===== config.mk =====
export PLATFORM = sky130hd
export DESIGN_NAME = stub_app_ctrl
export DESIGN_NICKNAME = d
export VERILOG_FILES = /design/src/rtl/stub_app_ctrl.sv
export SDC_FILE = /design/constraint.sdc
export NUM_CORES = 1
export LEC_CHECK = 0
export CORE_MARGIN = 5
export CORE_UTILIZATION = 58
export CTS_BUF_LIST = sky130_fd_sc_hd__clkbuf_4 sky130_fd_sc_hd__clkbuf_8
export CTS_CLUSTER_DIAMETER = 50
export CTS_CLUSTER_SIZE = 14
export DETAILED_ROUTE_END_ITERATION = 8
export GPL_TIMING_DRIVEN = 0
export PLACE_DENSITY_LB_ADDON = 0.25
export SETUP_SLACK_MARGIN = 0.1
export SLEW_MARGIN = 0
export SYNTH_ARGS = -nofsm -noshare
export SYNTH_HDL_FRONTEND = slang
export SYNTH_SLANG_ARGS = --single-unit
export TNS_END_PERCENT = 20

===== constraint.sdc =====
create_clock -name clk -period 2.7 [get_ports clk]
set_input_delay 0.54 -clock clk [delete_from_list [all_inputs] [get_ports clk]]
set_output_delay 0.54 -clock clk [all_outputs]
set_load 0.05 [all_outputs]

===== src/rtl/stub_app_ctrl.sv =====
// stub_app_ctrl: sequences a CGRA-stub application run. Issues delayed
// per-port start pulses, counts valid words per port, and reports per-port
// completion, global completion, timeout and overrun.
module stub_app_ctrl #(
  parameter int unsigned NUM_PORTS = 4,
  parameter int unsigned CNT_WIDTH = 16,
  parameter int unsigned DLY_WIDTH = 8,
  parameter int unsigned TO_WIDTH  = 24
) (
  input  logic                           clk,
  input  logic                           reset,
  input  logic                           app_start,
  input  logic [NUM_PORTS-1:0]           port_en,
  input  logic [NUM_PORTS*CNT_WIDTH-1:0] num_words,
  input  logic [NUM_PORTS*DLY_WIDTH-1:0] start_delay,
  input  logic [TO_WIDTH-1:0]            timeout_limit,
  input  logic [NUM_PORTS-1:0]           port_valid,
  output logic [NUM_PORTS-1:0]           port_start,
  output logic [NUM_PORTS-1:0]           port_done,
  output logic                           busy,
  output logic                           done,
  output logic                           timeout,
  output logic                           overrun
);

  typedef enum logic [1:0] {
    S_IDLE,
    S_RUN,
    S_FIN
  } state_t;

  localparam logic [TO_WIDTH-1:0]  CYC_ONE = TO_WIDTH'(1);
  localparam logic [CNT_WIDTH-1:0] CNT_ONE = CNT_WIDTH'(1);

  state_t                         state_q, state_d;
  logic [TO_WIDTH-1:0]            cycle_cnt_q, cycle_cnt_d;
  logic [TO_WIDTH-1:0]            tlim_q, tlim_d;
  logic [NUM_PORTS-1:0]           en_q, en_d;
  logic [NUM_PORTS-1:0]           started_q, started_d;
  logic [NUM_PORTS-1:0]           port_done_q, port_done_d;
  logic [NUM_PORTS*CNT_WIDTH-1:0] nwords_q, nwords_d;
  logic [NUM_PORTS*CNT_WIDTH-1:0] word_cnt_q, word_cnt_d;
  logic [NUM_PORTS*DLY_WIDTH-1:0] dly_q, dly_d;
  logic                           overrun_q, overrun_d;

  logic                 all_done;
  logic                 to_hit;
  logic [NUM_PORTS-1:0] start_hit;
  logic [CNT_WIDTH-1:0] cnt_inc;

  // Run-status decode from registered state: start pulses, completion, timeout
  always_comb begin
    all_done  = &(port_done_q | ~en_q);
    start_hit = '0;
    for (int unsigned i = 0; i < NUM_PORTS; i++) begin
      start_hit[i] = (state_q == S_RUN) && en_q[i] &&
                     (cycle_cnt_q == TO_WIDTH'(dly_q[i*DLY_WIDTH +: DLY_WIDTH]));
    end
    // completion takes priority over a coincident timeout
    to_hit = (state_q == S_RUN) && (tlim_q != '0) &&
             (cycle_cnt_q == tlim_q) && !all_done;
  end

  // Next-state logic: config latch, per-port counting, run sequencing
  always_comb begin
    state_d     = state_q;
    cycle_cnt_d = cycle_cnt_q;
    tlim_d      = tlim_q;
    en_d        = en_q;
    started_d   = started_q;
    port_done_d = port_done_q;
    nwords_d    = nwords_q;
    word_cnt_d  = word_cnt_q;
    dly_d       = dly_q;
    overrun_d   = overrun_q;
    cnt_inc     = '0;

    case (state_q)
      S_IDLE: begin
        if (app_start) begin
          en_d        = port_en;
          nwords_d    = num_words;
          dly_d       = start_delay;
          tlim_d      = timeout_limit;
          started_d   = '0;
          port_done_d = '0;
          word_cnt_d  = '0;
          overrun_d   = 1'b0;
          cycle_cnt_d = '0;
          state_d     = S_RUN;
        end
      end
      default: begin
        for (int unsigned i = 0; i < NUM_PORTS; i++) begin
          if (port_valid[i]) begin
            if (!en_q[i] || !started_q[i] || port_done_q[i]) begin
              overrun_d = 1'b1;
            end else begin
              cnt_inc = word_cnt_q[i*CNT_WIDTH +: CNT_WIDTH] + CNT_ONE;
              word_cnt_d[i*CNT_WIDTH +: CNT_WIDTH] = cnt_inc;
              if (cnt_inc == nwords_q[i*CNT_WIDTH +: CNT_WIDTH]) begin
                port_done_d[i] = 1'b1;
              end
            end
          end
          if (start_hit[i]) begin
            started_d[i] = 1'b1;
            if (nwords_q[i*CNT_WIDTH +: CNT_WIDTH] == '0) begin
              port_done_d[i] = 1'b1;
            end
          end
        end

        if (state_q == S_FIN) begin
          state_d = S_IDLE;
        end else if (all_done) begin
          state_d = S_FIN;
        end else if (to_hit) begin
          state_d = S_IDLE;
        end else if (cycle_cnt_q != '1) begin
          cycle_cnt_d = cycle_cnt_q + CYC_ONE;
        end
      end
    endcase
  end

  // State and datapath registers with synchronous reset
  always_ff @(posedge clk) begin
    if (reset) begin
      state_q     <= S_IDLE;
      cycle_cnt_q <= '0;
      tlim_q      <= '0;
      en_q        <= '0;
      started_q   <= '0;
      port_done_q <= '0;
      nwords_q    <= '0;
      word_cnt_q  <= '0;
      dly_q       <= '0;
      overrun_q   <= 1'b0;
    end else begin
      state_q     <= state_d;
      cycle_cnt_q <= cycle_cnt_d;
      tlim_q      <= tlim_d;
      en_q        <= en_d;
      started_q   <= started_d;
      port_done_q <= port_done_d;
      nwords_q    <= nwords_d;
      word_cnt_q  <= word_cnt_d;
      dly_q       <= dly_d;
      overrun_q   <= overrun_d;
    end
  end

  assign port_start = start_hit;
  assign port_done  = port_done_q;
  assign busy       = (state_q != S_IDLE);
  assign done       = (state_q == S_FIN);
  assign timeout    = to_hit;
  assign overrun    = overrun_q;

endmodule


Word level (Yosys, flattened, before mapping)

Cells that the tools add are included.

Add/subtract/negate cells: 5
Equality and inequality tests: 20
Mux-type cells: 58
Bitwise operators: 2
Reduce and logical (&&, ||, !) cells: 57

Operators with widths:

| cell                                                  | count |
|---|---|
| 2-to-1 mux 24 bit                                     | 6 |
| 2-to-1 mux 16 bit                                     | 8 |
| 2-to-1 mux 64 bit                                     | 2 |
| equality test 24 x 8 -> 1 bit                         | 4 |
| adder 16 x 1 -> 16 bit, second input constant         | 4 |
| equality test 16 bit                                  | 4 |
| logical NOT 16 bit                                    | 4 |
| 2-to-1 mux 1 bit                                      | 34 |
| adder 24 x 1 -> 24 bit, second input constant         | 1 |
| equality test 24 bit                                  | 1 |
| inequality test 24 bit, second input constant         | 1 |
| nonzero test 24 bit                                   | 1 |
| nonzero test 2 bit                                    | 10 |
| inequality test 2 x 1 -> 1 bit, second input constant | 7 |
| 2-to-1 mux 4 bit                                      | 3 |
| AND reduction 2 bit                                   | 6 |
| AND reduction 3 bit                                   | 4 |
| logical AND 1 bit                                     | 11 |
| 2-to-1 mux 2 bit                                      | 5 |
| logical NOT 1 bit                                     | 9 |
| logical OR 1 bit                                      | 8 |
| AND reduction 5 bit                                   | 1 |
| NOT 4 bit                                             | 1 |
| bitwise OR 4 bit                                      | 1 |
| other kinds (6)                                       | 6 |

Bits in registers: 223
Output and inout bits: 12
Word-level logic and storage cells: 158

Logic depth before layout (Yosys ltp)

Depth in word-level cells: 12
Depth in mapped cells: 9
Gate-level depth less buffers: 8

Least setup slack after synthesis

OpenSTA, ideal clock, no wires.

Path kind: register to output
From: register cycle_cnt_q[17]
To: output timeout
Arrival: 2.317 ns
Required time: 2.160 ns
Path slack: -0.157 ns
Stages on the path, launching flop included: 6
Cells stage by stage: dfxtp_1 -> nand2b_1 -> o221ai_2 -> or4_4 -> nor4_4 -> nor2b_1

Cells in the longest elaborated chain, start to end: 3

RTL lines:

| item                   | RTL line | source |
|---|---|---|
| from (decl)            | 36       | `logic [TO_WIDTH-1:0] cycle_cnt_q, cycle_cnt_d;` |
| from (signal assigned) | 142      | `cycle_cnt_q <= cycle_cnt_d;` |
| equality test 24 bit   | 61       | `(cycle_cnt_q == tlim_q) && !all_done;` |
| logical AND 1 bit      | 60       | `to_hit = (state_q == S_RUN) && (tlim_q != '0) &&` |
| logical AND 1 bit      | 61       |  |
| to (decl)              | 22       | `output logic timeout,` |

Every way passes these cells.

Final worst setup path

From: register cycle_cnt_q[4]
To: output timeout

Same word-level chain as after synthesis.

==> flow_summary.ini <==
[status]
status = complete, but fails checks
violations = setup timing

[logic_synthesis]
synth_edf_count = 0
ys_seq_area_share_pct = 38.3
yosysTopAreaCell = dfxtp_1
async_flop_share_pct = 0
synth.top_cell.area_share_pct = 38.3
synth_seq_cells = 223
synth_area_um2 = 11600
ys_warn_count = 0
synthCells = 1562
synth_fp_nets = 1698
synth_ff_type = dfxtp_1
ys_types = 63
avgSynthCellArea_um2 = 7.45
yosys-top-cells-area = dfxtp_1 38%, nand2_1 11%, a21oi_1 9.7%, xnor2_1 6.1%, xor2_1 5.2%

[sta]
setup_violations = 5
relSlewSlack_pct = 47.7
slew_violations = 0
fmax_mhz = 346
timing.final.crit_period_ns = 2.89
hold_violations = 0
fin_skew_ns = 0.0162
holdWs_ns = 0.471
tightest_slew_ns = 0.785
rsz0062_at_grt = true
finalCritPeriodShare_pct = 107
fin_ws_ns = -0.188

[drt]
wl_um = 35700
viasPerCell = 5.91
drtIter0Drc = 1144
wl_per_cell_um = 17.6
dr_wl_met3_um = 3220
wl_met2_um = 16200
routed.top_layer = met4
final_antenna_net_count = 0
wl_met1_um = 15100
dr.pass1.iters = 5
drc = 0
vias = 11900

[power]
power.internal_w = 0.00511
p_switching_w = 0.00203
p_leak_nw = 5.23
sequentialPowerShare_pct = 50.0
swShare_pct = 28.5
clock_power_share_pct = 34.4
combPwrFrac_pct = 15.6
finalPower_w = 0.00714
ir_drop_uv = 409
p_per_area_nw_per_um2 = 497

[clock_tree]
clkTransAtPathRegs_ns = 0.09
clock_latency_ns = 0.55
cts_inserted_buffers = 23
cts_max_path_buffers = 3
cts-root-buf = clkbuf_8
hold_buffers = 0
cts_tree = done
htree_levels = 1
cts.sinks = 223

[setup_path]
crit_fanout = 7
crit_arrival_ns = 2.35
crit_required_ns = 2.16
start_kind = register
end_kind = output pin
rr_worst_depth = 7
critical_path_class = reg -> out

[floorplanning]
die-area_um2 = 23000
start_util_pct = 59.4
row_count = 51
die_h_um = 152
die-width_um = 152
core_area_um2 = 19600
ioPinCount = 143

[finish]
final_util_pct = 73.3
nets = 1880
area_delta_synth_final_pct = 23.3
layout.cells.non_filler = 2021
n_fill_cell = 1628
drive_gt1_share_pct = 7.69
finish.instance_area_um2 = 14400
diodes = 0

[global_routing]
antenna_found_initial = 0
grt_pass1_vias = 11300
grt_max_degree = 15
grt_pass1_wl_um = 56600
grtUsageTotal_pct = 30.3
globalRouteOverflowTotal = 0

[min_path]
min_path_type = reg -> reg
worstHoldPathCells = 2

[placement]
placed_area_um2 = 13400
hpwlAfterDp_um = 25600
gp_congestion = 0.946
portBuffers = 141
post-place-cells = 1968

[flow_run]
cap_violations = 0
==> sequential cells by signal (all words and copies together) (netlist names) <==
signal and cells:
port_done 4, en_q 4, cycle_cnt_q 24, started_q 4, word_cnt_q 64, state_q 2
dly_q 32, overrun 1, nwords_q 64, tlim_q 24
==> synth_stat cells, types with 10 or more instances <==
master / count
nand2b_1: 10
nand3_1: 47
nand4_1: 30
nor3_1: 39
or3_1: 21
nor2_1: 104
o31ai_1: 11
xor2_1: 69
dfxtp_1: 223
clkbuf_1: 82
nand2_1: 337
xnor2_1: 81
o21ai_0: 49
or4_1: 10
and3_1: 25
nor2b_1: 14
inv_1: 26
a21oi_1: 226
and2_1: 10
nor4_1: 46
==> power groups by stage <==
stage / Sequential, W / Combinational (W) / Clock (W)
4_1_cts: 0.00356 / 0.00108 / 0.00246
2_1_floorplan: 0.00360 / 0.000627 / 0
3_3_place_gp: 0.00363 / 0.00103 / 0
5_1_grt: 0.00359 / 0.00122 / 0.00260
6_report: 0.00357 / 0.00112 / 0.00245
3_5_place_dp: 0.00364 / 0.00105 / 0
==> cell usage in the layout (no fill, tap or decap), drive strengths merged, types with 7 or more instances in the layout <==
master,count
a21o,7
and3,25
or4,11
xor2,69
inv,28
nand2,337
a311oi,9
xnor2,81
and4,9
buf,33
and2,10
nor2b,14
o31ai,12
clkbuf,109
or3,21
a21oi,226
nor2,104
dfxtp,223
o21ai,53
nor3,40
nand3,47
nand4,30
clkdlybuf4s50,134
nand2b,10
nor4,48
==> final timing paths <==
| kind | start | end | slack [ns] |
|---|---|---|---|
| setup reg to reg | state_q[1] | dly_q[16] | 0.19 |
| setup / recovery | cycle_cnt_q[4] | timeout | -0.19 |
| hold reg to reg | dly_q[30] | dly_q[30] | 0.47 |
| hold / removal | dly_q[30] | dly_q[30] | 0.47 |
==> routing by layer <==
metal / vias up / global-route usage [%]
met4: 0 / 10.7
met1: 5499 / 41.2
met3: 93 / 5.15
met5: - / 0
li1: 5773 / -
met2: 578 / 48.7
==> timing repair <==
item / in CTS / in global routing
setup buffers: 13 / 3
setup endpoints to repair: 165 / 139
gates cloned: 0 / 0
resized for setup: 87 / 45
pin swaps: 13 / 11
==> area by class of cell <==
class / count / area [um^2] / share of cell area [%]
plain buffers: 95 / 459 / 3.20
clock buffers: 26 / 358 / 2.49
inverters: 26 / 97.6 / 0.680
flip-flops and latches: 223 / 4480 / 31.2
repair buffers: 157 / 1540 / 10.7
well taps: 265 / 332 / 2.31
clock inverters: 11 / 145 / 1.01
multi-input cells: 1218 / 6940 / 48.3
==> logic make-up (layout without fill, tap and decap cells) <==
group | Yosys count | after routing | share of synthesized area, %
AOI/OAI and AO/OA | 342 | 342 | 16.5
xor gates and xnor gates | 150 | 150 | 11.3
adders and majority gates | 6 | 6 | 0.623
buffers and inverters | 121 | 315 | 4.16
DFF | 223 | 223 | 38.3
muxes | 4 | 4 | 0.365
and+or+nand+nor | 716 | 716 | 28.8
==> worst max-delay path, stage by stage, from the launching register on <==
cell and delay (ns):
dfxtp_2 0.33, buf_6 0.14, xor2_1 0.14, nor4_1 0.27, nand4_1 0.18, nor4_4 0.34
nor2b_4 0.24, buf_8 0.16
==> per-stage QoR <==
stage,setup slack (ns),setup TNS (ns)
finish,-0.188,-0.248
global route,-0.310,-0.692
CTS,-0.182,-0.519
detailed placement,-0.649,-32.55
global placement,-0.648,-29.46
floorplan,0.208,0
Note: power is estimated with default switching activity, not from simulation.
